$ cat config.mk
export PLATFORM = sky130hd
export DESIGN_NAME = uinst_squash_reg
export DESIGN_NICKNAME = d
export VERILOG_FILES = /design/src/rtl/uinst_pkg.sv /design/src/rtl/uinst_skid_buf.sv /design/src/rtl/uinst_squash_reg.sv
export SDC_FILE = /design/constraint.sdc
export NUM_CORES = 1
export LEC_CHECK = 0
export CAP_MARGIN = 20
export CORE_ASPECT_RATIO = 0.7
export CORE_MARGIN = 3
export CORE_UTILIZATION = 30
export CTS_BUF_LIST = sky130_fd_sc_hd__clkbuf_8
export DETAILED_ROUTE_END_ITERATION = 6
export PLACE_DENSITY = 0.58
export SYNTH_ARGS = -nofsm -noshare
export SYNTH_HDL_FRONTEND = slang
export SYNTH_SLANG_ARGS = --single-unit
export TNS_END_PERCENT = 100
$ cat constraint.sdc
create_clock -name clk -period 2.2 [get_ports clk]
set_input_delay 0.55 -clock clk [delete_from_list [all_inputs] [get_ports clk]]
set_output_delay 0.55 -clock clk [all_outputs]
set_load 0.01 [all_outputs]
$ cat src/rtl/uinst_pkg.sv
// Shared constants and types for the decode->execute microinstruction register.
//   UINST_W / PC_W / CNT_W : default widths of the word, micro-PC tag and squash counter
//   NOP_UINST              : word substituted for a squashed microinstruction
//   uinst_entry_t          : one held entry {uinst, upc, squashed} at default widths
//   occ_e                  : skid-buffer occupancy state
package uinst_pkg;

  localparam int unsigned UINST_W = 24;
  localparam int unsigned PC_W    = 8;
  localparam int unsigned CNT_W   = 8;

  localparam logic [UINST_W-1:0] NOP_UINST = '0;

  typedef struct packed {
    logic [UINST_W-1:0] uinst;
    logic [PC_W-1:0]    upc;
    logic               squashed;
  } uinst_entry_t;

  typedef enum logic [1:0] {
    OCC_EMPTY = 2'd0,
    OCC_ONE   = 2'd1,
    OCC_FULL  = 2'd2
  } occ_e;

endpackage

$ cat src/rtl/uinst_skid_buf.sv
// Two-entry FIFO (head + skid) with valid/ready on both sides and a flush.
//   clk, rst      : clock, synchronous active-high reset
//   flush         : empty the buffer; a same-edge write is dropped
//   i_wr_valid/o_wr_ready/i_wr_data : write side
//   o_rd_valid/i_rd_ready/o_rd_data : read side, head entry drives o_rd_data
module uinst_skid_buf
  import uinst_pkg::*;
#(
  parameter int unsigned       DATA_W   = 1,
  parameter logic [DATA_W-1:0] RST_DATA = '0
) (
  input  logic              clk,
  input  logic              rst,
  input  logic              flush,
  input  logic              i_wr_valid,
  output logic              o_wr_ready,
  input  logic [DATA_W-1:0] i_wr_data,
  output logic              o_rd_valid,
  input  logic              i_rd_ready,
  output logic [DATA_W-1:0] o_rd_data
);

  occ_e              r_occ;
  occ_e              w_occ_nxt;
  logic [DATA_W-1:0] r_head;
  logic [DATA_W-1:0] r_skid;
  logic              w_wr;
  logic              w_rd;
  logic              w_head_ld_in;
  logic              w_head_ld_skid;
  logic              w_skid_ld;

  // Ready depends only on registered occupancy, never on i_wr_valid.
  assign o_wr_ready = ~rst & (r_occ != OCC_FULL);
  assign o_rd_valid = (r_occ != OCC_EMPTY);
  assign o_rd_data  = r_head;
  assign w_wr       = i_wr_valid & o_wr_ready;
  assign w_rd       = o_rd_valid & i_rd_ready;

  // Occupancy state register.
  always_ff @(posedge clk) begin
    if (rst) r_occ <= OCC_EMPTY;
    else     r_occ <= w_occ_nxt;
  end

  // Next occupancy and data-register load enables.
  always_comb begin
    w_occ_nxt      = r_occ;
    w_head_ld_in   = 1'b0;
    w_head_ld_skid = 1'b0;
    w_skid_ld      = 1'b0;
    if (flush) begin
      w_occ_nxt = OCC_EMPTY;
    end else begin
      unique case (r_occ)
        OCC_EMPTY: begin
          if (w_wr) begin
            w_head_ld_in = 1'b1;
            w_occ_nxt    = OCC_ONE;
          end
        end
        OCC_ONE: begin
          if (w_wr && w_rd) begin
            w_head_ld_in = 1'b1;
          end else if (w_wr) begin
            w_skid_ld = 1'b1;
            w_occ_nxt = OCC_FULL;
          end else if (w_rd) begin
            w_occ_nxt = OCC_EMPTY;
          end
        end
        OCC_FULL: begin
          // Writes are blocked when full; a read promotes the skid entry.
          if (w_rd) begin
            w_head_ld_skid = 1'b1;
            w_occ_nxt      = OCC_ONE;
          end
        end
        default: w_occ_nxt = OCC_EMPTY;
      endcase
    end
  end

  // Head and skid data registers.
  always_ff @(posedge clk) begin
    if (rst) begin
      r_head <= RST_DATA;
      r_skid <= RST_DATA;
    end else begin
      if (w_head_ld_in)        r_head <= i_wr_data;
      else if (w_head_ld_skid) r_head <= r_skid;
      if (w_skid_ld)           r_skid <= i_wr_data;
    end
  end

endmodule

$ cat src/rtl/uinst_squash_reg.sv
// Decode->execute microinstruction pipeline register with squash substitution.
//   clk, rst                       : clock, synchronous active-high reset
//   in_valid/in_ready/in_uinst/in_upc : word from the microinstruction ROM
//   is_void                        : replace the word accepted at this edge with NOP_UINST
//   flush                          : discard all held words and any same-edge accept
//   out_valid/out_ready/out_uinst/out_upc/out_squashed : head word toward execute
//   squash_cnt                     : saturating count of squashed accepts since reset
module uinst_squash_reg
  import uinst_pkg::*;
#(
  parameter int unsigned        UINST_W   = uinst_pkg::UINST_W,
  parameter int unsigned        PC_W      = uinst_pkg::PC_W,
  parameter logic [UINST_W-1:0] NOP_UINST = uinst_pkg::NOP_UINST,
  parameter int unsigned        CNT_W     = uinst_pkg::CNT_W
) (
  input  logic               clk,
  input  logic               rst,
  input  logic               in_valid,
  output logic               in_ready,
  input  logic [UINST_W-1:0] in_uinst,
  input  logic [PC_W-1:0]    in_upc,
  input  logic               is_void,
  input  logic               flush,
  output logic               out_valid,
  input  logic               out_ready,
  output logic [UINST_W-1:0] out_uinst,
  output logic [PC_W-1:0]    out_upc,
  output logic               out_squashed,
  output logic [CNT_W-1:0]   squash_cnt
);

  typedef struct packed {
    logic [UINST_W-1:0] uinst;
    logic [PC_W-1:0]    upc;
    logic               squashed;
  } entry_t;

  localparam int unsigned    ENTRY_W = $bits(entry_t);
  localparam entry_t         RST_ENTRY = '{uinst: NOP_UINST, upc: '0, squashed: 1'b0};
  localparam logic [CNT_W-1:0] CNT_MAX = '1;

  entry_t           w_wr_entry;
  entry_t           w_rd_entry;
  logic             w_acc;
  logic [CNT_W-1:0] r_cnt;

  // Squash substitution on the write side; the tag always passes through.
  always_comb begin
    w_wr_entry.uinst    = is_void ? NOP_UINST : in_uinst;
    w_wr_entry.upc      = in_upc;
    w_wr_entry.squashed = is_void;
  end

  uinst_skid_buf #(
    .DATA_W   (ENTRY_W),
    .RST_DATA (RST_ENTRY)
  ) u_skid (
    .clk        (clk),
    .rst        (rst),
    .flush      (flush),
    .i_wr_valid (in_valid),
    .o_wr_ready (in_ready),
    .i_wr_data  (w_wr_entry),
    .o_rd_valid (out_valid),
    .i_rd_ready (out_ready),
    .o_rd_data  (w_rd_entry)
  );

  assign out_uinst    = w_rd_entry.uinst;
  assign out_upc      = w_rd_entry.upc;
  assign out_squashed = w_rd_entry.squashed;

  // A flushed accept never reaches the buffer, so it is not counted either.
  assign w_acc = in_valid & in_ready & ~flush;

  // Saturating squash counter; survives flush.
  always_ff @(posedge clk) begin
    if (rst)                                      r_cnt <= '0;
    else if (w_acc && is_void && r_cnt != CNT_MAX) r_cnt <= r_cnt + CNT_W'(1);
  end

  assign squash_cnt = r_cnt;

endmodule

* Yosys cells after proc, flatten, opt, wreduce, memory -nomap -nowiden
Cells that the tools add are included.
Word-level totals: flip-flop bits (word level) 76, input bits 38, logic and storage cells 46
Cells by class: $add $sub $neg 1, equal/unequal tests 8, mux-type cells 19, bitwise gates (word level) 6, reductions and logical operators 8
Operators with widths (count):
- two-way mux 33 bit | 2
- two-way mux 24 bit | 1
- two-way mux 2 bit | 5
- two-way mux 1 bit | 9
- adder 8 x 1 -> 8 bit (second input constant) | 1
- inequality test 8 bit (second input constant) | 1
- one-hot mux 2 bit (3 select lines) | 1
- bitwise AND 1 bit | 4
- inequality test 2 x 1 -> 1 bit (second input constant) | 2
- inequality test 2 bit (second input constant) | 2
- AND reduction 4 bit | 1
- nonzero test 2 bit | 2
- logical AND 1 bit | 3
- inequality test 3 x 1 -> 1 bit (second input constant) | 1
- == test 2 x 1 -> 1 bit (second input constant) | 1
- == test 2 bit (second input constant) | 1
- logical NOT 2 bit | 1
- inverter 1 bit | 2
- one-hot mux 1 bit (2 select lines) | 1
- OR reduction 2 bit | 1

* Depth between registers and ports, before layout
Gate-level depths: netlist of run 1.
depth in word-level cells 8, gate-level depth with buffers 7, depth with buffers taken out 5

* Modules after synthesis
A second synthesis of run 1 with hierarchy kept.
Second synthesis, totals: cell total of the unflattened synthesis 431, area, all modules 3694.8 um^2
Modules (own cells, without submodules):
- uinst_skid_buf | instances 1, cells an instance 359, area each 3133.0 um^2
- uinst_squash_reg | instances 1, cells an instance 72, area each 561.8 um^2

* Worst setup path after synthesis of run 1
No wires, ideal clock.
kind in2out, start point in rst, end point out in_ready, data arrival time 1391 ps, data required time 1650 ps, slack 259 ps, stages on the path 4, buffers on the path 3, path through buf_2 -> clkbuf_1 -> buf_1 -> nor2_1
On the way: word-level cells in the longest chain between the ends 2
RTL lines:
- start: declaration | line uinst_squash_reg.sv:17 | input logic rst,
- inverter 1 bit | line uinst_skid_buf.sv:34 | assign o_wr_ready = ~rst & (r_occ != OCC_FULL);
- bitwise AND 1 bit | line uinst_skid_buf.sv:34
- end: declaration | line uinst_squash_reg.sv:19 | output logic in_ready,
No other way between the ends.

* Worst setup path in the final report of run 1
start point in flush, end point reg u_skid.r_head[18], in the netlist u_skid.o_rd_data[18]
On the way: word-level cells in the longest chain between the ends 2, elaborated cells between the ends (all ways) 4, those cells by class 3 x mux; 1 x reduce/logical
RTL lines:
- start: declaration | line uinst_squash_reg.sv:23 | input logic flush,
- two-way mux 1 bit | line uinst_skid_buf.sv:52 | if (flush) begin
- two-way mux 33 bit or nonzero test 2 bit (tied branches)
- end signal: assignment | line uinst_skid_buf.sv:90 | if (w_head_ld_in) r_head <= i_wr_data;
- end signal: assignment | line uinst_skid_buf.sv:91 | else if (w_head_ld_skid) r_head <= r_skid;
- end: declaration | line uinst_skid_buf.sv:25 | logic [DATA_W-1:0] r_head;
Parallel ways exist; a longest one is shown, timed or not. A chain may end at the register's enable or synchronous reset.

==> summary.md, run 1 <==
### Floorplan
- **top-level I/O count** 81
- **die width** 129 um
- **initial cell density of the core** 31.7%
- **Die Span Y** 92.2 um
- **Core Area** 0.0100 mm2
- **floorplan row count** 30
- **Die ar.** 0.0119 mm2

### Run status
- **status** completed

### Timing
- **Tmin final** 2.13 ns
- **final worst setup slack** 0.0687 ns
- **post-route clock skew** 0.00897 ns
- **Fin Hold WS** 0.456 ns
- **max-slew violation total from the final report** 0
- **final setup fails** 0
- **final hold violation count** 0
- **Max Freq** 469 MHz
- **transition at the pin with the smallest max-transition slack** 0.595 ns
- **final worst-path cycle share** 96.9%
- **Slew headroom** 60.2%

### Global routing
- **highest-utilization routing layer at the global route stage** met2
- **Global Route met3 Usage** 5.65%
- **initial antenna violation count** 0
- **GR Layer Usage met2** 20.9%
- **vias in the first global route** 2,830
- **pin count of the biggest net entering global routing** 51
- **total routing resource utilization after global routing** 14.9%
- **first-pass GRT wire length** 14,000 um
- **grt total ovfl** 0
- **global-route met1 utilization** 20.8%

### Placement
- **worst setup slack before clock tree synthesis** -0.287 ns
- **DP HPWL** 5540 um
- **Area after DPL** 0.00414 mm2
- **IO Port Bufs** 80
- **Placer Congestion** 0.738
- **number of placed cells counting well taps** 576

### Layout
- **fin nets** 499
- **Core Util, Final** 43.5%
- **multi-input logic area** 0.00154 mm2
- **count of antenna diodes in the layout** 0
- **sequential cell area in the final layout** 0.00152 mm2
- **Synth-to-Final Area Change** 37.2%
- **highest-count cells in the layout ignoring fill and taps** nand2_1, clkdlybuf4s50_1, dfxtp_1, a21oi_1, a22oi_1
- **commonest non-fill, non-tap cell in the layout** nand2_1
- **final cell count without fillers** 592
- **ratio of cells with drive above 1 in the final layout** 8.62%
- **post-route cell area** 0.00436 mm2
- **number of fillers in the final layout** 985

### Detailed routing
- **# DRC** 0
- **DR pass1 iterations** 4
- **number of vias per cell** 4.93
- **final wirelength** 8790 um
- **wire length per cell** 14.9 um
- **violation count after the first detailed-route iteration** 146
- **vias after detailed routing** 2,917
- **post-route ant nets** 0

### Critical path
- **crit-path max FO** 12
- **data required time of the critical path** 2.47 ns
- **kind of start point of the critical path** input port
- **Critical Path Sink Type** flip-flop
- **WP data arrival** 2.40 ns
- **critical path type** input port to flip-flop

### Synthesis
- **number of flops mapped to enable cells by yosys** 0
- **Net Count, Synth** 419
- **Seq/Total Area, Yosys** 47.8%
- **Ys Warns** 0
- **count of state elements after synthesis** 76
- **Post-synth ARST share** 0%
- **Most used DFF post-synth** dfxtp_1
- **Post-Synthesis Cells** 380
- **number of distinct library cells after synthesis** 39
- **mean area per synthesized cell** 8.37 um2
- **synthesized area** 0.00318 mm2

### CTS
- **number of buffers created by CTS** 9
- **clock transition at the registers of the reported paths** 0.07 ns
- **CTS Hold Bufs** 0
- **CTS H-tree depth** 3
- **count of clock tree sinks** 76
- **clock latency of the later-clocked register in the worst-skew pair** 0.35 ns
- **Longest Clk Path Bufs** 2
- **number of buffers added for setup after CTS** 0
- **CTS tree** built
- **root cell of the clock tree** clkbuf_8

### Power and ir drop
- **part of the power in the clock network** 39.5%
- **leakage dissipation** 1.44 nW
- **net switching power figure** 0.000615 W
- **power density relative to cell area** 629 mW/mm2
- **switch share** 22.4%
- **power share of the sequential group** 51.2%
- **Int Pwr** 0.00213 W
- **Max IR drop VDD** 0.321 mV
- **combinational fraction of design power** 9.4%

### Worst hold path
- **Worst Hold Class** flip-flop to flip-flop

### Run
- **MaxCap Viol Count** 0

[layout make-up]
| cell class | count | area share, % |
|---|---|---|
| Multi-Input combinational cell | 275 | 35.2 |
| Sequential cell | 76 | 34.9 |
| Timing Repair Buffer | 97 | 21.5 |
| Clock buffer | 12 | 3.78 |
| Tap cell | 128 | 3.67 |
| Clock inverter | 3 | 0.860 |
| Inverter | 1 | 0.0860 |
[synth_stat cells, types with 2 or more instances]
library cell  instances  share of area (%)
a21oi_1              70                 11
a22oi_1              33                7.8
a31oi_1               2               0.39
and2_1                3               0.59
buf_1                 2               0.24
buf_2                 9                1.4
buf_4                 4               0.94
buf_6                 3                1.1
clkbuf_1             11                1.3
dfxtp_1              76                 48
mux2i_1               2               0.63
nand2_1             102                 12
nand2b_1              2               0.39
nand3_1               4               0.63
nor2_1                4               0.47
nor2b_1              28                5.5
nor3_1                2               0.31
nor4_1                2               0.39
[logic make-up (layout without fill, tap and decap cells)]
kind of cell,after synthesis,count (layout),share of synthesized area [%]
compound gates,112,113,21.1
xor+xnor,1,1,0.275
fa+ha+maj,1,1,0.393
buf+inv,30,113,5.07
flops,76,76,47.8
mux,4,4,1.34
simple gates,156,156,24.0
[per-stage QoR]
stage	total power (W)	TNS, ns
2_1_floorplan	0.00155	0
3_3_place_gp	0.00169	-7.63
3_5_place_dp	0.00169	-10.73
4_1_cts	0.00279	0
5_1_grt	0.00287	-0.00624
6_report	0.00275	0
[sequential cells by signal, indices dropped and copies added, names as in the netlist]
signal and count:
squash_cnt 8, u_skid.o_rd_data 33, u_skid.r_occ 2, u_skid.r_skid 33
[per-layer routing]
layer	wire length (um)	vias up
li1	-	1467
met1	4370	1347
met2	3710	90
met3	570	13
met4	139	0
met5	0	-
[critical path: stages]
cell and delay [ns]:
clkdlybuf4s50_1 0.55, nor4b_4 0.56, and2_1 0.29, buf_4 0.22, a22oi_1 0.09, a21oi_1 0.14
[power groups by stage]
stage / clock network, W / registers [W] / logic (W)
floorplan: 0 / 0.00144 / 0.000105
global placement: 0 / 0.00144 / 0.000254
detailed placement: 0 / 0.00144 / 0.000256
CTS: 0.00113 / 0.00140 / 0.000256
global route: 0.00119 / 0.00141 / 0.000281
finish: 0.00108 / 0.00140 / 0.000258
[path summary, 6_finish.rpt]
check / from / to / slack, ns / depth (start not counted)
worst max register to register: u_skid.r_occ[1] / u_skid.o_rd_data[18] / 0.44 / 5
worst min-delay path: u_skid.o_rd_data[21] / u_skid.o_rd_data[21] / 0.46 / 2
worst min register to register: u_skid.o_rd_data[21] / u_skid.o_rd_data[21] / 0.46 / 2
worst max-delay path: flush / u_skid.o_rd_data[18] / 0.07 / 6
[what timing repair did]
action                     in CTS  in global routing
cloned                          0                  1
pin swaps                       0                  1
setup endpoints to repair       1                 24
gates resized for setup         1                  2
Note: power is estimated with default switching activity, not from simulation.
==> run 2, diff against run 1 <==
- CAP_MARGIN: 20 -> 0
==> results of run 2 <==
Same layout as run 1: the final DEF is identical, and so are final timing and power.
